$ cat config.mk
export PLATFORM = sky130hd
export DESIGN_NAME = lsu_wb_stage
export DESIGN_NICKNAME = d
export VERILOG_FILES = /design/src/rtl/lsu_wb_stage.sv
export SDC_FILE = /design/constraint.sdc
export NUM_CORES = 1
export LEC_CHECK = 0
export CORE_ASPECT_RATIO = 1.4
export CORE_MARGIN = 1.5
export CORE_UTILIZATION = 68
export DETAILED_ROUTE_END_ITERATION = 6
export DONT_BUFFER_PORTS = 1
export PLACE_DENSITY_LB_ADDON = 0.15
export SKIP_CTS_REPAIR_TIMING = 1
export SYNTH_ARGS = -nofsm -noshare
export SYNTH_HDL_FRONTEND = slang
export SYNTH_SLANG_ARGS = --single-unit
$ cat constraint.sdc
create_clock -name clk_in -period 19.2 [get_ports clk_in]
set_input_delay 4.8 -clock clk_in [delete_from_list [all_inputs] [get_ports clk_in]]
set_output_delay 4.8 -clock clk_in [all_outputs]
set_load 0.02 [all_outputs]
$ cat src/rtl/lsu_wb_stage.sv
// lsu_wb_stage: EX->MEM/WB stage issuing data-memory requests and driving register-file writeback
module lsu_wb_stage #(
    parameter int AW = 32,
    parameter int DW = 32
) (
    input  logic          clk_in,
    input  logic          rst_in,
    input  logic          valid_in,
    input  logic [DW-1:0] alu_result_in,
    input  logic [DW-1:0] store_data_in,
    input  logic [DW-1:0] pc_plus_4_in,
    input  logic [DW-1:0] imm_in,
    input  logic [4:0]    rd_addr_in,
    input  logic [1:0]    load_size_in,
    input  logic          load_unsigned_in,
    input  logic          is_load_in,
    input  logic          is_store_in,
    input  logic [2:0]    wb_mux_sel_in,
    input  logic          rf_wr_en_in,
    output logic          dmem_req_o,
    output logic          dmem_we_o,
    output logic [AW-1:0] dmem_addr_o,
    output logic [3:0]    dmem_be_o,
    output logic [DW-1:0] dmem_wdata_o,
    input  logic          dmem_gnt_i,
    input  logic          dmem_rvalid_i,
    input  logic [DW-1:0] dmem_rdata_i,
    output logic          stall_o,
    output logic          wb_en_o,
    output logic [4:0]    wb_rd_addr_o,
    output logic [DW-1:0] wb_data_o,
    output logic          misalign_o
);
    typedef enum logic [1:0] {IDLE, REQ, RESP, WB} state_t;

    function automatic logic [31:0] wb_mux(input logic [2:0] sel, input logic [31:0] alu, ld, pc4, imm);
        return sel == 3'b001 ? ld : sel == 3'b010 ? pc4 : sel == 3'b011 ? imm : alu;
    endfunction

    function automatic logic [31:0] ext(input logic [1:0] sz, input logic uns, input logic [1:0] a, input logic [31:0] d);
        logic [7:0]  b;
        logic [15:0] h;
        b = 8'(d >> {a, 3'b000});
        h = 16'(d >> {a[1], 4'b0000});
        return sz == 2'b00 ? {{24{!uns && b[7]}}, b} : sz == 2'b01 ? {{16{!uns && h[15]}}, h} : d;
    endfunction

    state_t        state_q, state_d;
    logic [1:0]    size_q, size_d;
    logic          uns_q, uns_d, store_q, store_d, wr_q, wr_d;
    logic [2:0]    sel_q, sel_d;
    logic [4:0]    rd_q, rd_d, wb_rd_q, wb_rd_d;
    logic [DW-1:0] alu_q, alu_d, pc4_q, pc4_d, imm_q, imm_d, ld_q, ld_d;
    logic          req_q, req_d, we_q, we_d, wb_en_q, wb_en_d, mis_q, mis_d;
    logic [AW-1:0] addr_q, addr_d;
    logic [3:0]    be_q, be_d;
    logic [DW-1:0] wdata_q, wdata_d, wb_data_q, wb_data_d;
    logic          mem, mis;
    logic [DW-1:0] ld_v;

    assign mem  = is_load_in || is_store_in;
    assign mis  = (load_size_in == 2'b01 && alu_result_in[0]) || (load_size_in[1] && alu_result_in[1:0] != 2'b00);
    assign ld_v = ext(size_q, uns_q, alu_q[1:0], dmem_rdata_i);

    always_comb begin
        state_d   = state_q;
        size_d    = size_q;
        uns_d     = uns_q;
        store_d   = store_q;
        wr_d      = wr_q;
        sel_d     = sel_q;
        rd_d      = rd_q;
        alu_d     = alu_q;
        pc4_d     = pc4_q;
        imm_d     = imm_q;
        ld_d      = ld_q;
        req_d     = req_q;
        we_d      = we_q;
        addr_d    = addr_q;
        be_d      = be_q;
        wdata_d   = wdata_q;
        wb_en_d   = 1'b0;
        wb_rd_d   = wb_rd_q;
        wb_data_d = wb_data_q;
        mis_d     = 1'b0;
        unique case (state_q)
            IDLE: if (valid_in && !mem) begin
                if (rf_wr_en_in && rd_addr_in != 5'd0) begin
                    wb_en_d   = 1'b1;
                    wb_rd_d   = rd_addr_in;
                    wb_data_d = wb_mux(wb_mux_sel_in, alu_result_in, ld_q, pc_plus_4_in, imm_in);
                end
            end else if (valid_in) begin
                size_d  = load_size_in;
                uns_d   = load_unsigned_in;
                store_d = is_store_in && !is_load_in;
                wr_d    = rf_wr_en_in;
                sel_d   = wb_mux_sel_in;
                rd_d    = rd_addr_in;
                alu_d   = alu_result_in;
                pc4_d   = pc_plus_4_in;
                imm_d   = imm_in;
                mis_d   = mis;
                state_d = mis ? IDLE : REQ;
                req_d   = !mis;
                we_d    = is_store_in && !is_load_in;
                addr_d  = {alu_result_in[AW-1:2], 2'b00};
                be_d    = load_size_in == 2'b00 ? 4'b0001 << alu_result_in[1:0] :
                          load_size_in == 2'b01 ? 4'b0011 << alu_result_in[1:0] : 4'b1111;
                wdata_d = load_size_in == 2'b00 ? {4{store_data_in[7:0]}} :
                          load_size_in == 2'b01 ? {2{store_data_in[15:0]}} : store_data_in;
            end
            REQ: if (dmem_gnt_i) begin
                req_d   = 1'b0;
                state_d = store_q ? IDLE : RESP;
            end
            RESP: if (dmem_rvalid_i) begin
                ld_d    = ld_v;
                state_d = WB;
                if (wr_q && rd_q != 5'd0) begin
                    wb_en_d   = 1'b1;
                    wb_rd_d   = rd_q;
                    wb_data_d = wb_mux(sel_q, alu_q, ld_v, pc4_q, imm_q);
                end
            end
            WB:      state_d = IDLE;
            default: state_d = IDLE;
        endcase
    end

    always_ff @(posedge clk_in or posedge rst_in) begin
        if (rst_in) begin
            state_q   <= IDLE;
            size_q    <= '0;
            uns_q     <= 1'b0;
            store_q   <= 1'b0;
            wr_q      <= 1'b0;
            sel_q     <= '0;
            rd_q      <= '0;
            alu_q     <= '0;
            pc4_q     <= '0;
            imm_q     <= '0;
            ld_q      <= '0;
            req_q     <= 1'b0;
            we_q      <= 1'b0;
            addr_q    <= '0;
            be_q      <= '0;
            wdata_q   <= '0;
            wb_en_q   <= 1'b0;
            wb_rd_q   <= '0;
            wb_data_q <= '0;
            mis_q     <= 1'b0;
        end else begin
            state_q   <= state_d;
            size_q    <= size_d;
            uns_q     <= uns_d;
            store_q   <= store_d;
            wr_q      <= wr_d;
            sel_q     <= sel_d;
            rd_q      <= rd_d;
            alu_q     <= alu_d;
            pc4_q     <= pc4_d;
            imm_q     <= imm_d;
            ld_q      <= ld_d;
            req_q     <= req_d;
            we_q      <= we_d;
            addr_q    <= addr_d;
            be_q      <= be_d;
            wdata_q   <= wdata_d;
            wb_en_q   <= wb_en_d;
            wb_rd_q   <= wb_rd_d;
            wb_data_q <= wb_data_d;
            mis_q     <= mis_d;
        end
    end

    assign dmem_req_o   = req_q;
    assign dmem_we_o    = we_q;
    assign dmem_addr_o  = addr_q;
    assign dmem_be_o    = be_q;
    assign dmem_wdata_o = wdata_q;
    assign stall_o      = state_q != IDLE;
    assign wb_en_o      = wb_en_q;
    assign wb_rd_addr_o = wb_rd_q;
    assign wb_data_o    = wb_data_q;
    assign misalign_o   = mis_q;
endmodule

* After elaboration in Yosys (flattened, before gate mapping)
Index checks and enable logic that the tools add are counted.
Cells by class: equality and inequality tests 18, shift-type cells 4, muxes and demuxes 41, bitwise logic cells 1, reductions and logical operators 28
Operators by type and width (number):
- two-way mux 32 bit | 14
- one-hot mux 32 bit (2 select lines) | 1
- >> shifter 32 x 5 -> 16 bit | 1
- >> shifter 32 x 5 -> 8 bit | 1
- two-way mux 5 bit | 4
- != test 2 bit (second input constant) | 7
- == test 3 x 2 -> 1 bit (second input constant) | 4
- two-way mux 1 bit | 11
- two-way mux 2 bit | 5
- one-hot mux 5 bit (2 select lines) | 1
- nonzero test 5 bit | 2
- logical AND 1 bit | 8
- two-way mux 4 bit | 2
- one-hot mux 2 bit (4 select lines) | 1
- AND reduction 4 bit | 2
- nonzero test 2 bit | 4
- == test 2 x 1 -> 1 bit (second input constant) | 3
- == test 3 x 1 -> 1 bit (second input constant) | 2
- logical NOT 2 bit | 3
- AND reduction 5 bit | 1
- == test 2 bit (second input constant) | 2
- logical NOT 1 bit | 4
- one-hot mux 1 bit (2 select lines) | 2
- left shift 1 x 2 -> 4 bit (first input constant) | 1
- other kinds (5) | 6
Word-level totals: register bits after elaboration 249, output and inout bits 110, word-level logic and storage cells 111

* Longest topological paths before layout
Gate-level depths: netlist (run 1).
depth after elaboration 8, mapped depth 9, depth with buffers taken out 6

* Worst setup path before layout (run 1)
Ideal clock, no wire load.
path type input -> register, start input port wb_mux_sel_in[1], end register wb_data_q[10], in the netlist wb_data_o[10], arrival 6025 ps, path slack 13093 ps, stages on the path 7, buffers on the path 2, path through buf_2 > clkinv_1 > nand2_1 > buf_2 > o221ai_1 > a211o_1 > a31oi_1
Between the ends: cells in the longest elaborated chain, start to end 7
Ends and longest elaborated chain:
- start: declaration | line 18 | input logic [2:0] wb_mux_sel_in,
- == test 3 x 2 -> 1 bit | line 37 | return sel == 3'b001 ? ld : sel == 3'b010 ? pc4 : sel == 3'b011 ? imm : alu;
- two-way mux 32 bit (2 in a row) | line 37
- two-way mux 32 bit * | line 37
- two-way mux 32 bit * | line 88 | if (rf_wr_en_in && rd_addr_in != 5'd0) begin
- two-way mux 32 bit * | line 87 | IDLE: if (valid_in && !mem) begin
- one-hot mux 32 bit (2 select lines) * | line 86 | unique case (state_q)
- end signal: assignment | line 172 | wb_data_q <= wb_data_d;
- end: declaration | line 57 | logic [DW-1:0] wdata_q, wdata_d, wb_data_q, wb_data_d;
Every way passes the cells marked *; elsewhere a longest branch is shown, timed or not. The select of a mux whose other input is x is not followed. A chain may end at the register's enable or synchronous reset.

* Final worst setup path (run 1)
start input port dmem_rvalid_i, end register wb_data_q[24], in the netlist wb_data_o[24]
Between the ends: cells in the longest elaborated chain, start to end 2
Ends and longest elaborated chain:
- start: declaration | line 26 | input logic dmem_rvalid_i,
- != test 2 bit (no line)
- AND reduction 5 bit (no line)
No other way between the ends.

==> metrics.md, run 1 <==
| Metric | Value |
|---|---|
| Boundary Pins | 289 |
| Critical path arrival | 7.30 ns |
| Root buffer cell | clkbuf_16 |
| Number of synthesized register bits | 219 |
| Slew @ Worst Pin | 1.17 ns |
| Share of cells above drive strength 1 | 7.41% |
| Max-slew violations | 0 |
| Clk_skew | 0.0185 ns |
| WL final | 36300 um |
| Post-synth ARST share | 100% |
| Buf+Inv Stages, Crit Path | 2 |
| TritonCTS clock tree | done |
| Fin crit share | 36.0% |
| Initial antenna violation count | 1 |
| N_diodes | 0 |
| Die width | 114 um |
| CP Launch Type | primary input |
| CTS max path bufs | 3 |
| Latest clock arrival within the worst-skew pair | 0.52 ns |
| Syn avg cell area | 8.76 sq um |
| Final Util | 72.4% |
| Syn Inst Count | 1333 |
| First-pass GRT wire length | 55000 um |
| Crit-path cells | and3b_1, buf_4, o311a_4, a41oi_4, inv_2, o311ai_0, o22a_1 |
| Die Ht | 158 um |
| Largest net degree at the start of global routing | 84 |
| Grt ovf | 0 |
| Post-route DRC | 0 |
| Num CTS Buffers | 22 |
| H-tree depth | 1 |
| DPL Wire Length | 24200 um |
| Max VDD drop | 0.172 mV |
| Fin. Hold Viols | 0 |
| Ys flop type | dfrtp_1 |
| Final Setup Violations | 0 |
| Port Buffers | 0 |
| LEAKAGE | 5.59 nW |
| Vias per std cell | 6.96 |
| Die area | 18000 sq um |
| Worst Setup End Kind | flip-flop |
| Design Area, Final | 12200 sq um |
| WL/cell | 24.9 um |
| Core ar. | 16800 sq um |
| Initial DRC count | 1288 |
| FMAX | 145 MHz |
| Setup CP Type | in2reg |
| Vias in the first global route | 10100 |
| Hold Crit Class | reg2reg |
| Gpl congestion | 0.904 |
| Run status | finished clean |
| Worst-path clk slew | 0.07 ns |
| Cell Area, Placed | 11400 sq um |
| CP max-delay cell | inv_2 |
| Tmin final | 6.91 ns |
| Unrepaired setup endpoints after global routing | no |
| Relative slew margins | 22.1% |
| Crit Path Max Fanout | 64 |
| Nets | 1422 |
| Synthesized cell area | 11700 sq um |
| Number of enable flip-flop cells after synthesis | 0 |
| Total negative slack | 0 ns |
| Row Count | 56 |
| Slowest stage delay, CP | 0.94 ns |
| # clock sinks | 219 |
| Worst path required time | 19.59 ns |
| Yosys warns | 0 |
| Fill cells | 1287 |
| Power Density | 176 nW/um^2 |
| Max cap viols | 0 |
| Via count | 10200 |
| TritonRoute pass-1 iters | 6 |
| Routed Antenna Nets | 0 |
| Cell family with most CP delay | buffers and inverters |
| Post-synthesis sequential area ratio | 46.9% |
| P&R area growth vs syn | 4.21% |
| Global Route Usage Sum | 39.6% |
| Post-synth cell types | 57 |
| Starting Density | 69.4% |
## final cells by class
| type | instances | area [sq um] | share of cell area [%] |
|---|---|---|---|
| clock buffer | 32 | 699 | 5.75 |
| clock inverter | 8 | 78.8 | 0.648 |
| inverter | 25 | 101 | 0.833 |
| multi-input combinational | 957 | 5450 | 44.8 |
| sequential | 219 | 5480 | 45.0 |
| tap | 203 | 254 | 2.09 |
| timing repair buffer | 14 | 105 | 0.864 |
## metrics by stage
step	total power, mW	instances	setup WS, ns	hold WS [ns]
CTS	2.13	1458	12.33	0.476
global placement	1.64	1418	11.91	0.453
floorplan	1.52	1334	8.41	0.440
finish	2.14	1458	12.29	0.475
global route	2.25	1458	12.11	0.498
detailed placement	1.67	1418	11.84	0.461
## Yosys cell counts (all sizes together), types with 4 or more instances
| cell type | instances | area [sq um] |
|---|---|---|
| buf | 76 | 465 |
| o22a | 20 | 175 |
| a22o | 16 | 140 |
| mux2 | 13 | 146 |
| o311ai | 6 | 52.6 |
| ha | 4 | 50.1 |
| o221ai | 40 | 350 |
| o21ai | 59 | 295 |
| nor2 | 93 | 357 |
| o2111ai | 8 | 70.1 |
| nor2b | 12 | 75.1 |
| mux2i | 44 | 440 |
| clkbuf | 57 | 214 |
| a21oi | 59 | 307 |
| dfrtp | 219 | 5480 |
| nand3 | 5 | 25.0 |
| a2bb2oi | 4 | 35.0 |
| o221a | 8 | 90.1 |
| o22ai | 40 | 250 |
| a221o | 13 | 130 |
| a22oi | 9 | 67.6 |
| a211o | 16 | 140 |
| nand2 | 409 | 1540 |
| clkinv | 4 | 15.0 |
| inv | 21 | 78.8 |
| a221oi | 8 | 70.1 |
| nand2b | 9 | 56.3 |
| a31oi | 24 | 150 |
| mux4 | 7 | 158 |
## flip-flops by register name, summed over array words and instances, names as in the netlist, named ones only
signal / flops
alu_q: 32
uns_q: 1
pc4_q: 32
wr_q: 1
rd_q: 5
wb_rd_addr_o: 5
dmem_be_o: 4
ld_q: 32
dmem_wdata_o: 32
wb_data_o: 32
wb_en_o: 1
sel_q: 3
misalign_o: 1
imm_q: 32
dmem_we_o: 1
size_q: 2
state_q: 1
dmem_req_o: 1
## where the power goes
group	leakage [nW]	switching (mW)	internal (mW)	total, mW
combinational	2.56	0.408	0.265	0.673
sequential	2.65	0.330	0.680	1.01
clock	0.380	0.190	0.267	0.458
total	5.59	0.928	1.21	2.14
## tightest hold or removal path: stages, from the launching register on
cell     delay [ns]
dfrtp_1        0.34
nand2_1        0.05
nand2_1        0.06
## cell families after synthesis
kind of cell | after synthesis | synth area share (%)
and+or+nand+nor | 542 | 18.4
AOI/OAI and AO/OA | 345 | 21.2
DFF | 219 | 46.9
buffers and inverters | 158 | 6.62
muxes | 64 | 6.38
adders and majority gates | 4 | 0.429
other | 1 | 0.0321
## path summary, 6_finish.rpt
check	start	endpoint	slack [ns]	cells past startpoint
setup / recovery	dmem_rvalid_i	wb_data_o[24]	12.29	7
hold / removal	imm_q[30]	imm_q[30]	0.47	2
setup reg to reg	state_q[0]	wb_data_o[24]	16.00	7
hold reg to reg	imm_q[30]	imm_q[30]	0.47	2
max in group asynchronous	rst_in	imm_q[4]	13.64	2
min in group asynchronous	rst_in	wb_data_o[16]	4.21	1
## cells in the final DEF (no fill, tap or decap), drive strengths merged, types with 4 or more instances in the layout
master / count
nor2: 93
nand2: 409
mux2i: 44
o21ai: 59
a22oi: 9
o22ai: 40
a211o: 16
mux4: 7
inv: 22
o2111ai: 8
dfrtp: 219
o221a: 8
a22o: 16
a21oi: 59
a221oi: 8
clkbuf: 32
o221ai: 40
nand3: 5
ha: 4
o311ai: 6
a221o: 13
a2bb2oi: 4
clkinv: 7
nand2b: 9
o22a: 20
nor2b: 12
mux2: 13
buf: 14
a31oi: 24
## layer usage
metal  vias to the layer above  share of wire [%]  wire length [um]  GRT usage [%]
li1                       4459                  -                 -              -
met4                         4                5.7              2080           19.9
met2                       687                 48             17300           64.5
met3                       156                 12              4430           13.1
met1                      4848                 34             12400           46.8
met5                         -               0.14                52           1.74
(Power assumes the default switching activity.)
==> run 2, diff against run 1 <==
CORE_UTILIZATION = 64   (was 68)
clock period = 6.62 ns   (was 19.2 ns; I/O delays follow)
==> run 2 against run 1 <==
Against the previous run:
- register-to-register slack worse by 13 ns
- non-clock buffer count up 1
- hold slack got worse by 0.0043 ns
- global-route usage down 0.53 points
- sequential share of layout area shrank 0.13 points
- sequential cell count is the same
- critical path depth unchanged
- combinational power rose to 2.9 times the previous value
- cell count is 2.6% higher
- critical path type unchanged
- highest routed layer is now met4
==> metrics.md, run 2 (same netlist as run 1, synthesis figures left out) <==
| Metric | Value |
|---|---|
| WL/cell | 24.9 um (+0.23%) |
| TritonRoute pass-1 iters | 6 (unchanged) |
| Global Route Usage Sum | 39.0% (-0.53 points) |
| CP Launch Type | primary input |
| Setup CP Type | in2reg |
| First-pass GRT wire length | 56300 um (+2.5%) |
| Critical path arrival | 4.15 ns (-3.15 ns) |
| Most frequent cells in the layout | nand2_1, dfrtp_1, nor2_1 |
| Unrepaired setup endpoints after global routing | no |
| DPL Wire Length | 25100 um (+3.7%) |
| Switching pwr | 2.70 mW (+190%) |
| Area occupied by multi-input gates | 5450 sq um (about the same) |
| Register share of total power | 47.1% (about the same) |
| Internal | 3.51 mW (+190%) |
| P&R area growth vs syn | 4.51% |
| Non-Filler Instances | 1496 (+2.6%) |
| Relative slew margins | 22.8% (+0.68 points) |
| Fill cells | 1473 (+14%) |
| Tmin final | 3.75 ns |
| Row Count | 58 (+3.6%) |
| LEAKAGE | 5.57 nW (-0.27%) |
| Clk pwr share | 21.0% (-0.4 points) |
| Post-route DRC | 0 (unchanged) |
| Gpl congestion | 0.888 (-1.7%) |
| Run status | finished clean |
| Max-slew violations | 0 (unchanged) |
| Latest clock arrival within the worst-skew pair | 0.51 ns (about the same) |
| Port Buffers | 0 (unchanged) |
| Num CTS Buffers | 22 (unchanged) |
| Sw Ratio | 43.4% (+0.086 points) |
| Largest net degree at the start of global routing | 139 (+65%) |
| Nets | 1423 (+0.070%) |
| Worst Setup End Kind | flip-flop |
| Die area | 19100 sq um (+6.1%) |
| Power Density | 508 nW/um^2 (+190%) |
| Die Ht | 163 um (+3.0%) |
| Root buffer cell | clkbuf_16 |
| Fin. Hold Viols | 0 (unchanged) |
| FMAX | 267 MHz |
| Slew @ Worst Pin | 1.15 ns (-0.0113 ns) |
| WL final | 37300 um (+2.8%) |
| Final Util | 68.1% (-4.3 points) |
| Vias per std cell | 6.73 (-3.4%) |
| Combinational power share | 31.9% (+0.5 points) |
| Boundary Pins | 289 (unchanged) |
| Via count | 10100 (-0.92%) |
| Hold Crit Class | reg2reg |
| Dpl cells | 1456 (+2.7%) |
| Final Setup Violations | 0 (unchanged) |
| Total negative slack | 0 ns (unchanged) |
| Fin crit share | 56.6% |
| Worst path required time | 7.02 ns (-12.57 ns) |
| H-tree depth | 1 (unchanged) |
| Vias in the first global route | 10100 (+0.73%) |
| Clk_skew | 0.0148 ns (-0.00367 ns) |
| Initial antenna violation count | 1 (unchanged) |
| Routed Antenna Nets | 0 (unchanged) |
| Crit Path Max Fanout | 64 (unchanged) |
| Die width | 117 um (+3.0%) |
| Commonest non-fill, non-tap cell in the layout | nand2_1 |
| Initial DRC count | 1082 (-16%) |
| TritonCTS clock tree | done |
| Core ar. | 17900 sq um (+6.6%) |
| Share of cells above drive strength 1 | 7.25% (-0.17 points) |
| # clock sinks | 219 (unchanged) |
| FF+latch area | 5480 sq um (unchanged) |
| Max VDD drop | 0.319 mV (+85%) |
| Worst-path clk slew | 0.07 ns (about the same) |
| Grt ovf | 0 (unchanged) |
| CTS max path bufs | 3 (unchanged) |
| Design Area, Final | 12200 sq um (+0.29%) |
| N_diodes | 0 (unchanged) |
| Starting Density | 65.1% (-4.3 points) |
| Max cap viols | 0 (unchanged) |
| Cell Area, Placed | 11500 sq um (+0.57%) |
run 2: worst max-delay path: stages:
cell      delay (ns)
and3b_1         0.15
buf_4           0.38
o311a_4         0.34
a41oi_4         0.10
inv_2           0.91
o311ai_0        0.30
o22a_1          0.24
run 2: through the flow:
stage / power [mW] / hold WS (ns) / setup WS [ns]
6_report: 6.20 / 0.471 / 2.87
3_5_place_dp: 4.87 / 0.460 / 2.41
3_3_place_gp: 4.80 / 0.455 / 2.47
2_1_floorplan: 4.42 / 0.440 / 2.11
4_1_cts: 6.17 / 0.476 / 2.92
5_1_grt: 6.54 / 0.498 / 2.75
run 2: power by group through the flow:
stage | logic [mW] | clock network, mW | registers [mW]
after floorplan | 1.83 | 0 | 2.59
after global placement | 1.88 | 0 | 2.92
after detailed placement | 1.95 | 0 | 2.92
after CTS | 1.95 | 1.30 | 2.91
after global routing | 2.19 | 1.36 | 3.00
final | 1.98 | 1.30 | 2.92
run 2: final timing paths:
check                         startpoint            end  slack, ns  depth (start not counted)
min in group asynchronous         rst_in  wb_data_o[19]       0.93                          1
min reg2reg                    imm_q[26]      imm_q[26]       0.47                          2
min                            imm_q[26]      imm_q[26]       0.47                          2
max in group asynchronous         rst_in        ld_q[3]       4.46                          2
max                        dmem_rvalid_i  wb_data_o[27]       2.87                          7
max reg2reg                   state_q[0]  wb_data_o[27]       3.44                          7
run 2: final cells by class:
cell class              instances  share of cell area (%)
flip-flops and latches        219                    44.9
multi-input cells             957                    44.7
clock buffers                  31                    5.29
well taps                     240                    2.46
repair buffers                 15                    1.03
clock inverters                 9                   0.841
inverters                      25                   0.800
run 2: metal layers:
metal,GRT usage [%],up-vias,routed length [um]
met1,44.8,4787,12600
met5,0,-,0
li1,-,4445,-
met4,20.3,0,2040
met2,63.9,680,17800
met3,13.4,149,4810
